--- src/rtl/handshake_constant_match_pkg.sv ---
`default_nettype none
// ============================================================================
// Module      : handshake_constant_match_pkg
// Description : Shared slot-state encodings and saturating-increment helper
//               for the handshake buffers.
// Revision    : 1.0 - initial release
// ============================================================================
package handshake_constant_match_pkg;

    // Slot occupancy encoded as {main_v, skid_v}; 2'b01 is unreachable.
    localparam logic [1:0] ST_EMPTY = 2'b00;
    localparam logic [1:0] ST_ONE   = 2'b10;
    localparam logic [1:0] ST_TWO   = 2'b11;

    typedef enum logic [1:0] {
        SLOT_EMPTY = ST_EMPTY,
        SLOT_ONE   = ST_ONE,
        SLOT_TWO   = ST_TWO
    } slot_state_e;

    function automatic logic [31:0] sat_inc(input logic [31:0] value,
                                            input logic [31:0] max_value);
        return (value >= max_value) ? value : value + 32'd1;
    endfunction

endpackage
`default_nettype wire

--- src/rtl/handshake_constant_match_if.sv ---
`default_nettype none
// ============================================================================
// Module      : handshake_constant_match_if
// Description : Token-in / match-out handshake bundle with debug counter.
// Revision    : 1.0 - initial release
// ============================================================================
interface handshake_constant_match_if #(
    parameter int DATA_WIDTH = 32,
    parameter int CNT_WIDTH  = 8
);
    logic [DATA_WIDTH-1:0] ins;
    logic                  ins_valid;
    logic                  ins_ready;
    logic                  outs;
    logic                  outs_valid;
    logic                  outs_ready;
    logic [CNT_WIDTH-1:0]  mismatch_count;

    // Environment side: produces tokens, consumes results.
    modport master (
        output ins, ins_valid, outs_ready,
        input  ins_ready, outs, outs_valid, mismatch_count
    );

    // Block side.
    modport slave (
        input  ins, ins_valid, outs_ready,
        output ins_ready, outs, outs_valid, mismatch_count
    );
endinterface
`default_nettype wire

--- src/rtl/handshake_skid_buffer_1b.sv ---
`default_nettype none
// ============================================================================
// Module      : handshake_skid_buffer_1b
// Description : Two-slot registered skid buffer; full throughput with the
//               upstream ready driven straight from a state flop.
// Revision    : 1.0 - initial release
// ============================================================================
module handshake_skid_buffer_1b
    import handshake_constant_match_pkg::*;
#(
    parameter int WIDTH = 1
) (
    input  wire logic             clk,
    input  wire logic             rst,
    input  wire logic [WIDTH-1:0] i_data,
    input  wire logic             i_valid,
    output logic                  o_ready,
    output logic [WIDTH-1:0]      o_data,
    output logic                  o_valid,
    input  wire logic             i_ready
);

    slot_state_e      r_state;
    slot_state_e      w_state_nxt;
    logic [WIDTH-1:0] r_main_d;
    logic [WIDTH-1:0] r_skid_d;
    logic [WIDTH-1:0] w_main_nxt;
    logic [WIDTH-1:0] w_skid_nxt;
    logic             w_in_xfer;
    logic             w_out_xfer;

    assign o_valid    = r_state[1];
    assign o_ready    = ~r_state[0];
    assign o_data     = r_main_d;
    assign w_in_xfer  = i_valid & ~r_state[0];
    assign w_out_xfer = i_ready & r_state[1];

    always_ff @(posedge clk) begin
        if (rst) begin
            r_state  <= SLOT_EMPTY;
            r_main_d <= '0;
            r_skid_d <= '0;
        end else begin
            r_state  <= w_state_nxt;
            r_main_d <= w_main_nxt;
            r_skid_d <= w_skid_nxt;
        end
    end

    always_comb begin
        w_state_nxt = r_state;
        w_main_nxt  = r_main_d;
        w_skid_nxt  = r_skid_d;
        case (r_state)
            SLOT_EMPTY: begin
                if (w_in_xfer) begin
                    w_state_nxt = SLOT_ONE;
                    w_main_nxt  = i_data;
                end
            end
            SLOT_ONE: begin
                if (w_in_xfer && w_out_xfer) begin
                    w_main_nxt = i_data;
                end else if (w_in_xfer) begin
                    w_state_nxt = SLOT_TWO;
                    w_skid_nxt  = i_data;
                end else if (w_out_xfer) begin
                    w_state_nxt = SLOT_EMPTY;
                end
            end
            SLOT_TWO: begin
                // Ready is low here, so only the drain path can fire.
                if (w_out_xfer) begin
                    w_state_nxt = SLOT_ONE;
                    w_main_nxt  = r_skid_d;
                end
            end
            default: begin
                w_state_nxt = SLOT_EMPTY;
            end
        endcase
    end

endmodule
`default_nettype wire

--- src/rtl/handshake_constant_match.sv ---
`default_nettype none
// ============================================================================
// Module      : handshake_constant_match
// Description : Compares each accepted token with a constant, streams a 1-bit
//               match result and keeps a saturating mismatch counter.
// Revision    : 1.0 - initial release
// ============================================================================
module handshake_constant_match
    import handshake_constant_match_pkg::*;
#(
    parameter int          DATA_WIDTH = 32,
    parameter logic [31:0] EXPECTED   = 32'h07D2_0607,
    parameter int          CNT_WIDTH  = 8
) (
    input  wire logic                 clk,
    input  wire logic                 rst,
    handshake_constant_match_if.slave bus
);

    localparam logic [DATA_WIDTH-1:0] c_expected = DATA_WIDTH'(EXPECTED);
    localparam logic [31:0]           c_cnt_max  = 32'((64'd1 << CNT_WIDTH) - 64'd1);

    logic                 w_match;
    logic                 w_in_xfer;
    logic [CNT_WIDTH-1:0] r_mismatch_count;

    assign w_match            = (bus.ins == c_expected);
    assign w_in_xfer          = bus.ins_valid & bus.ins_ready;
    assign bus.mismatch_count = r_mismatch_count;

    always_ff @(posedge clk) begin
        if (rst) begin
            r_mismatch_count <= '0;
        end else if (w_in_xfer && !w_match) begin
            r_mismatch_count <= CNT_WIDTH'(sat_inc(32'(r_mismatch_count), c_cnt_max));
        end
    end

    handshake_skid_buffer_1b #(
        .WIDTH (1)
    ) u_skid (
        .clk     (clk),
        .rst     (rst),
        .i_data  (w_match),
        .i_valid (bus.ins_valid),
        .o_ready (bus.ins_ready),
        .o_data  (bus.outs),
        .o_valid (bus.outs_valid),
        .i_ready (bus.outs_ready)
    );

endmodule
`default_nettype wire

--- src/flat_wrapper.sv ---
// flat-port wrapper written by rule: the top's interface ports become plain ports
module handshake_constant_match_flat import handshake_constant_match_pkg::*;
#(
    parameter int          DATA_WIDTH = 32,
    parameter logic [31:0] EXPECTED   = 32'h07D2_0607,
    parameter int          CNT_WIDTH  = 8
)
  (clk, rst, bus_ins, bus_ins_valid, bus_outs_ready, bus_ins_ready, bus_outs, bus_outs_valid, bus_mismatch_count);
  handshake_constant_match_if #(.DATA_WIDTH(DATA_WIDTH), .CNT_WIDTH(CNT_WIDTH)) bus_i ();
  input  wire logic clk;
  input  wire logic rst;
  input wire logic [$bits(bus_i.ins)-1:0] bus_ins;
  input wire logic [$bits(bus_i.ins_valid)-1:0] bus_ins_valid;
  input wire logic [$bits(bus_i.outs_ready)-1:0] bus_outs_ready;
  output wire logic [$bits(bus_i.ins_ready)-1:0] bus_ins_ready;
  output wire logic [$bits(bus_i.outs)-1:0] bus_outs;
  output wire logic [$bits(bus_i.outs_valid)-1:0] bus_outs_valid;
  output wire logic [$bits(bus_i.mismatch_count)-1:0] bus_mismatch_count;
  assign bus_i.ins = bus_ins;
  assign bus_i.ins_valid = bus_ins_valid;
  assign bus_i.outs_ready = bus_outs_ready;
  assign bus_ins_ready = bus_i.ins_ready;
  assign bus_outs = bus_i.outs;
  assign bus_outs_valid = bus_i.outs_valid;
  assign bus_mismatch_count = bus_i.mismatch_count;
  handshake_constant_match #(.DATA_WIDTH(DATA_WIDTH), .EXPECTED(EXPECTED), .CNT_WIDTH(CNT_WIDTH)) u_core (.clk(clk), .rst(rst), .bus(bus_i));
endmodule
--- config.mk ---
export PLATFORM = sky130hd
export DESIGN_NAME = handshake_constant_match_flat
export DESIGN_NICKNAME = d
export VERILOG_FILES = /design/src/rtl/handshake_constant_match_pkg.sv /design/src/rtl/handshake_constant_match_if.sv /design/src/rtl/handshake_skid_buffer_1b.sv /design/src/rtl/handshake_constant_match.sv /design/src/flat_wrapper.sv
export SDC_FILE = /design/constraint.sdc
export NUM_CORES = 1
export LEC_CHECK = 0
export ABC_AREA = 1
export CAP_MARGIN = 30
export CORE_UTILIZATION = 35
export CTS_CLUSTER_SIZE = 25
export DETAILED_ROUTE_END_ITERATION = 16
export GPL_TIMING_DRIVEN = 1
export PLACE_DENSITY_LB_ADDON = 0.1
export REMOVE_ABC_BUFFERS = 1
export SLEW_MARGIN = 20
export SYNTH_ARGS = -nofsm -noshare
export SYNTH_HDL_FRONTEND = slang
export SYNTH_HIERARCHICAL = 1
export SYNTH_SLANG_ARGS = --single-unit
--- constraint.sdc ---
create_clock -name clk -period 1.7 [get_ports clk]
set_input_delay 0.34 -clock clk [delete_from_list [all_inputs] [get_ports clk]]
set_output_delay 0.34 -clock clk [all_outputs]
set_load 0.1 [all_outputs]
==> results of run 1 <==
[cell usage in the layout (no fill, tap or decap), drive strengths merged]
cell type,n
a21oi,4
buf,15
clkbuf,4
clkdlybuf4s50,35
clkinv,9
dfxtp,12
ha,6
inv,41
nand2,64
nand3,17
nand4,8
nor2,31
nor3,1
o21a,1
o21ai,1
or2,1
xnor2,1
[power breakdown]
part	internal (mW)	switching (mW)
Sequential	0.328	0.0405
Combinational	0.434	0.643
Clock	0.130	0.0990
Total	0.892	0.783
[layout make-up]
type                            count  area [um^2]
Tap cell                           44         55.1
Clock buffer                        4         36.3
Inverter                           50          188
Sequential cell                    12          240
Fill cell                         328         1260
Multi-Input combinational cell    135          676
Timing Repair Buffer               50          601
[logic make-up (layout without fill, tap and decap cells)]
kind of cell    count (synthesis)  count (layout)  share of synthesized area (%)
fa+ha+maj                       6               6                           6.70
simple gates                  122             122                           49.6
buf+inv                        52             104                           18.2
flops                          12              12                           21.5
compound gates                  6               6                           3.24
xor+xnor                        1               1                          0.782
[routing by layer]
layer	global-route usage [%]	vias up
li1	-	697
met1	20.6	537
met2	31.5	33
met3	1.76	2
met4	7.14	0
met5	0	-
[worst max-delay path, stage by stage]
cell             delay (ns)
clkdlybuf4s50_1        0.45
inv_1                  0.04
nand2_1                0.06
nor2_1                 0.05
nand2_1                0.07
nor2_2                 0.04
nand2_2                0.21
inv_2                  0.06
o21ai_0                0.16
nand3_1                0.09
nand2_1                0.06
nor2_1                 0.03
[sequential cells by signal (all words and copies together), names as in the netlist]
register and count:
u_core/u_skid/o_data 1, u_core/bus.mismatch_count 8, u_core/u_skid/r_skid_d 1, u_core/u_skid/r_state 2
[how the worst max path moves through the flow]
stage	from	endpoint	slack, ns
final	bus_ins[3]	u_core/u_skid/o_data$_SDFFE_PP0P_	0.20
after global routing	bus_ins[4]	u_core/u_skid/o_data$_SDFFE_PP0P_	0.03
after CTS	bus_ins[2]	u_core/u_skid/o_data$_SDFFE_PP0P_	0.20
after detailed placement	bus_ins[3]	u_core/u_skid/o_data$_SDFFE_PP0P_	-0.1
after global placement	bus_ins[1]	u_core/u_skid/o_data$_SDFFE_PP0P_	-0.08
after floorplan	u_core/u_skid/r_state[1]$_SDFFE_PP0P_	u_core/u_skid/o_data$_SDFFE_PP0P_	-0.48
[stage by stage]
| stage | TNS, ns | total power, mW | instance area (um^2) | util (%) |
|---|---|---|---|---|
| 4_1_cts | 0 | 1.69 | 1800 | 58.8 |
| 2_1_floorplan | -3.56 | 1.07 | 1100 | - |
| 3_5_place_dp | -0.344 | 1.46 | 1760 | 57.6 |
| 5_1_grt | 0 | 1.80 | 1800 | 58.8 |
| 6_report | 0 | 1.67 | 1800 | 58.8 |
| 3_3_place_gp | -0.239 | 1.44 | 1760 | 57.6 |
==> metrics.csv, run 1 <==
stage,metric,value,unit
yosys,syn_inst,199,
cts,clk_pin_slew_worst_paths,0.08,ns
routing,ant_nets,0,
global_route,grt-ovfl-total,0,
yosys,synth_commonest_cells,"nand2_1 (59), inv_1 (36), nor2_1 (19)",
min_path,worst_hold_startpoint,u_core/u_skid/r_state[1]$_SDFFE_PP0P_,
cts,clk-insertion-delay-late,0.27,ns
placed_design,dp_slack,-0.0973,ns
timing,rsz0062_at_grt,false,
die,pin_count,47,
global_route,grt_max_degree,16,
yosys,synth_ff_type,dfxtp_1,
final_layout,layout-drive-gt1-share,17.1,%
routing,drc_errors,0,
power_and_ir_drop,ir_drop,0.585,mV
yosys,synth_top_area_share,21.5,%
cts,numCtsBuffers,3,
yosys,ys_types,22,
timing,layout_setup_ws,0.205,ns
routing,drtIter0Drc,65,
routing,num_vias,1269,
setup_path,reg2reg_depth,7,
routing,drtPass1Iterations,4,
die,dieWidth,58.6,um
timing,relSlewSlack,80.7,%
routing,wirelength,2.70,mm
placed_design,placed_cells,291,
cts,cts_resized,0,
setup_path,r2r_slack,0.27,ns
final_layout,stdcell_count,295,
global_route,grt_usage,17.3,%
status,status,"finished, final reports clean",
timing,fin_crit,1.50,ns
global_route,grt_pass1_wl,4.64,mm
die,start_util,36.7,%
yosys,yosysWarningCount,6,
yosys,async_reset_ff_share,0,%
yosys,synth_area_leaders,"dfxtp_1 (21%), nand2_1 (20%), inv_1 (12%)",
yosys,avgSynthCellArea,5.63,um^2
setup_path,critPathMaxFanout,15,
yosys,ys_ff_latch,12,
timing,fmax,669,MHz
placed_design,finalWeightedCongestion,0.771,
final_layout,area_growth,60.3,%
yosys,yosys.cell_count.top_type,nand2_1,
timing,post-route-period-util,88.0,%
power_and_ir_drop,power_per_cell_area,933,mW/mm^2
die,die_area,0.00343,mm^2
timing,holdWs,0.537,ns
cts,postCtsSetupBuffers,0,
yosys,synth-edff-count,0,
routing,wl_met3,168,um
job,cap_violations,0,
min_path,whs_endpoint,u_core/u_skid/r_state[1]$_SDFFE_PP0P_,
timing,tightest_slew,0.289,ns
routing,avgViaCountPerCell,4.30,
placed_design,place_hpwl,2.23,mm
setup_path,critical_path.endpoint_type,flip-flop,
placed_design,port_buffers,46,
cts,clock_sinks,12,
die,num_rows,20,
timing,fin_skew,0.00337,ns
final_layout,fin_nets,294,
cts,clockBufferDepth,2,
yosys,netlist_area,0.00112,mm^2
routing,wl_per_cell,9.15,um
setup_path,worstReg2RegEnd,u_core/u_skid/o_data$_SDFFE_PP0P_,
timing,finalSetupViolCount,0,
yosys,synth_top_cell_by_area,dfxtp_1,
cts,h-tree-depth,1,
yosys,yosysSeqAreaShare,21.5,%
routing,met2WireLength,1.24,mm
timing,drv_slew,0,
routing,wl_met1,1.28,mm
min_path,worstHoldPathType,flip-flop to flip-flop,
cts,cts_hold_buf,0,
setup_path,r2r-start,u_core/u_skid/r_state[1]$_SDFFE_PP0P_,
cts,cts_tree,yes,
setup_path,worstPathArrival,1.66,ns
routing,routed.top_layer,met4,
die,core,0.00305,mm^2
min_path,hold_depth,2,
global_route,antenna_found_initial,0,
setup_path,path_class,input port to flip-flop,
die,chipHeight,58.6,um
setup_path,worstSetupStartpointType,input port,
setup_path,critPathRequiredTime,1.87,ns
power_and_ir_drop,leakage,0.869,nW
timing,report.final.hold_viol_count,0,
cts,cts-root-buf,clkbuf_4,
global_route,first_global_vias,1169,
final_layout,num_antenna_cells,0,
Power figures use the tool's default switching activity.
==> run 2: changes to the inputs <==
TNS_END_PERCENT = 50   (was default)
clock period = 1.49 ns   (was 1.7 ns; I/O delays follow)
==> run 2 against run 1 <==
Hold slack better by 0.0033 ns. Non-clock buffer count up 9. Critical path type unchanged. Via count up 2.6%. Largest power group unchanged.
==> metrics.csv, run 2 (same netlist as run 1, synthesis figures left out) <==
stage,metric,value,unit,change
status,status,"finished, final reports clean",,
routing,drc_errors,0,,unchanged
cts,clock_sinks,12,,unchanged
power_and_ir_drop,ir_drop,0.627,mV,+7.2%
routing,ant_nets,0,,unchanged
timing,drv_slew,0,,unchanged
power_and_ir_drop,leakage,0.929,nW,+7.0%
cts,cts-root-buf,clkbuf_4,,
setup_path,worstPathArrival,1.60,ns,-0.06 ns
setup_path,path_class,input port to flip-flop,,
timing,fin_crit,1.41,ns,
die,chipHeight,58.6,um,unchanged
setup_path,r2r-start,u_core/bus.mismatch_count[0]$_SDFFE_PP0P_,,
cts,clk-insertion-delay-late,0.28,ns,about the same
job,cap_violations,0,,unchanged
die,num_rows,20,,unchanged
cts,cts_hold_buf,0,,unchanged
cts,clockBufferDepth,2,,unchanged
cts,cts_tree,yes,,
cts,h-tree-depth,1,,unchanged
min_path,worstHoldPathType,flip-flop to flip-flop,,
final_layout,largest_reg_flops,8,,unchanged
min_path,whs_endpoint,u_core/u_skid/o_data$_SDFFE_PP0P_,,
routing,num_vias,1302,,+2.6%
die,start_util,36.7,%,unchanged
final_layout,nFillCells,309,,-5.8%
final_layout,area_growth,67.0,%,
placed_design,port_buffers,46,,unchanged
setup_path,critPathMaxFanout,11,,-4
min_path,worst_hold_startpoint,u_core/u_skid/o_data$_SDFFE_PP0P_,,
final_layout,num_antenna_cells,0,,unchanged
global_route,grt-ovfl-total,0,,unchanged
die,core,0.00305,mm^2,unchanged
timing,fin_skew,0.000953,ns,-0.00242 ns
global_route,grt_usage,17.4,%,+0.11 points
placed_design,finalWeightedCongestion,0.808,,+4.8%
cts,clk_pin_slew_worst_paths,0.08,ns,about the same
routing,drtIter0Drc,57,,-12%
placed_design,place_hpwl,2.20,mm,-1.2%
final_layout,fin_nets,303,,+3.1%
timing,report.final.hold_viol_count,0,,unchanged
power_and_ir_drop,power_per_cell_area,1050,mW/mm^2,+12%
timing,tightest_slew,0.276,ns,-0.0128 ns
placed_design,dpl-instance-area,0.00181,mm^2,+3.0%
timing,post-route-period-util,94.5,%,
timing,relSlewSlack,81.4,%,+0.74 points
routing,wirelength,2.82,mm,+4.6%
setup_path,critPathRequiredTime,1.68,ns,-0.19 ns
final_layout,layout.cells.most_common,nand2_1,,
routing,avgViaCountPerCell,4.28,,-0.44%
timing,finalSetupViolCount,0,,unchanged
timing,fmax,710,MHz,
final_layout,layout-drive-gt1-share,20.4,%,+3.3 points
setup_path,worstReg2RegEnd,u_core/bus.mismatch_count[5]$_SDFFE_PP0P_,,
setup_path,reg2reg_depth,10,,+3
die,dieWidth,58.6,um,unchanged
setup_path,r2r_slack,0.09,ns,-0.18 ns
routing,drtPass1Iterations,5,,+1
setup_path,critical_path.endpoint_type,flip-flop,,
final_layout,final_area,0.00187,mm^2,+4.2%
setup_path,worstSetupStartpointType,input port,,
die,pin_count,47,,unchanged
routing,wl_per_cell,9.29,um,+1.5%
global_route,first_global_vias,1132,,-3.2%
timing,rsz0062_at_grt,true,,
timing,holdWs,0.540,ns,+0.00335 ns
global_route,antenna_found_initial,0,,unchanged
global_route,grt_max_degree,16,,unchanged
final_layout,mostFrequentLayoutCells,"nand2_1 (58), inv_1 (36), clkdlybuf4s50_1 (35), nor2_1 (19), nand3_1 (17)",,
cts,numCtsBuffers,3,,unchanged
die,die_area,0.00343,mm^2,unchanged
global_route,grt_pass1_wl,4.64,mm,unchanged
min_path,hold_depth,2,,unchanged
[run 2: cell count changes in the layout (fill, tap and decap cells not counted)]
| cell | delta |
|---|---|
| nand2_4 | +1 |
| nand2_1 | -1 |
| buf_4 | +9 |
[run 2: cell type report]
| cell class | instances | area [um^2] | share of cell area [%] |
|---|---|---|---|
| flip-flops and latches | 12 | 240 | 12.8 |
| inverters | 50 | 188 | 10.0 |
| well taps | 44 | 55.1 | 2.94 |
| clock buffers | 4 | 36.3 | 1.94 |
| multi-input cells | 135 | 683 | 36.5 |
| repair buffers | 59 | 668 | 35.7 |
[run 2: worst max-delay path by stage]
| stage | start | end | slack (ns) | cells past startpoint |
|---|---|---|---|---|
| floorplan | u_core/u_skid/r_state[1]$_SDFFE_PP0P_ | u_core/u_skid/o_data$_SDFFE_PP0P_ | -0.69 | 7 |
| global placement | bus_ins[1] | u_core/u_skid/o_data$_SDFFE_PP0P_ | -0.25 | 11 |
| detailed placement | bus_ins[8] | u_core/u_skid/o_data$_SDFFE_PP0P_ | -0.27 | 12 |
| CTS | bus_ins[5] | u_core/u_skid/o_data$_SDFFE_PP0P_ | 0.04 | 12 |
| global route | bus_ins[8] | u_core/u_skid/o_data$_SDFFE_PP0P_ | -0.02 | 12 |
| finish | bus_ins[8] | u_core/bus.mismatch_count[3]$_SDFFE_PP0P_ | 0.08 | 12 |
[run 2: routing by layer]
metal	part of all wire, %	track usage [%]	routed length, um	vias to the layer above
li1	-	-	-	713
met1	49	21.6	1380	539
met2	44	30.5	1230	44
met3	5.6	1.98	159	6
met4	1.8	7.14	51	0
met5	0	0	0	-
[run 2: metrics by stage]
step                      setup slack, ns  std cells  setup TNS, ns  power, mW  util, %
after floorplan                    -0.687        197          -6.08       1.22        -
after global placement             -0.255        298          -1.80       1.69     59.3
after detailed placement           -0.266        298          -1.92       1.70     59.3
after CTS                          0.0392        302              0       1.98     60.5
after global routing              -0.0191        304        -0.0385       2.11     61.3
final                              0.0816        304              0       1.96     61.3
[run 2: worst max-delay path, stage by stage]
cell and delay, ns:
clkdlybuf4s50_1 0.41, inv_1 0.05, nand2_1 0.05, nor2_1 0.09
nand2_1 0.07, nor2_2 0.15, nand2_4 0.11, buf_4 0.17
nand3_1 0.06, nand2_1 0.06, clkinv_1 0.05, nor2_2 0.03
[run 2: what timing repair did]
action,in CTS,in global routing
endpoints found under the setup margin,0,6
setup buffers,0,2
resized for setup,0,2
[run 2: power breakdown]
group | switching, mW | internal [mW]
Sequential | 0.0312 | 0.374
Combinational | 0.756 | 0.524
Clock | 0.128 | 0.149
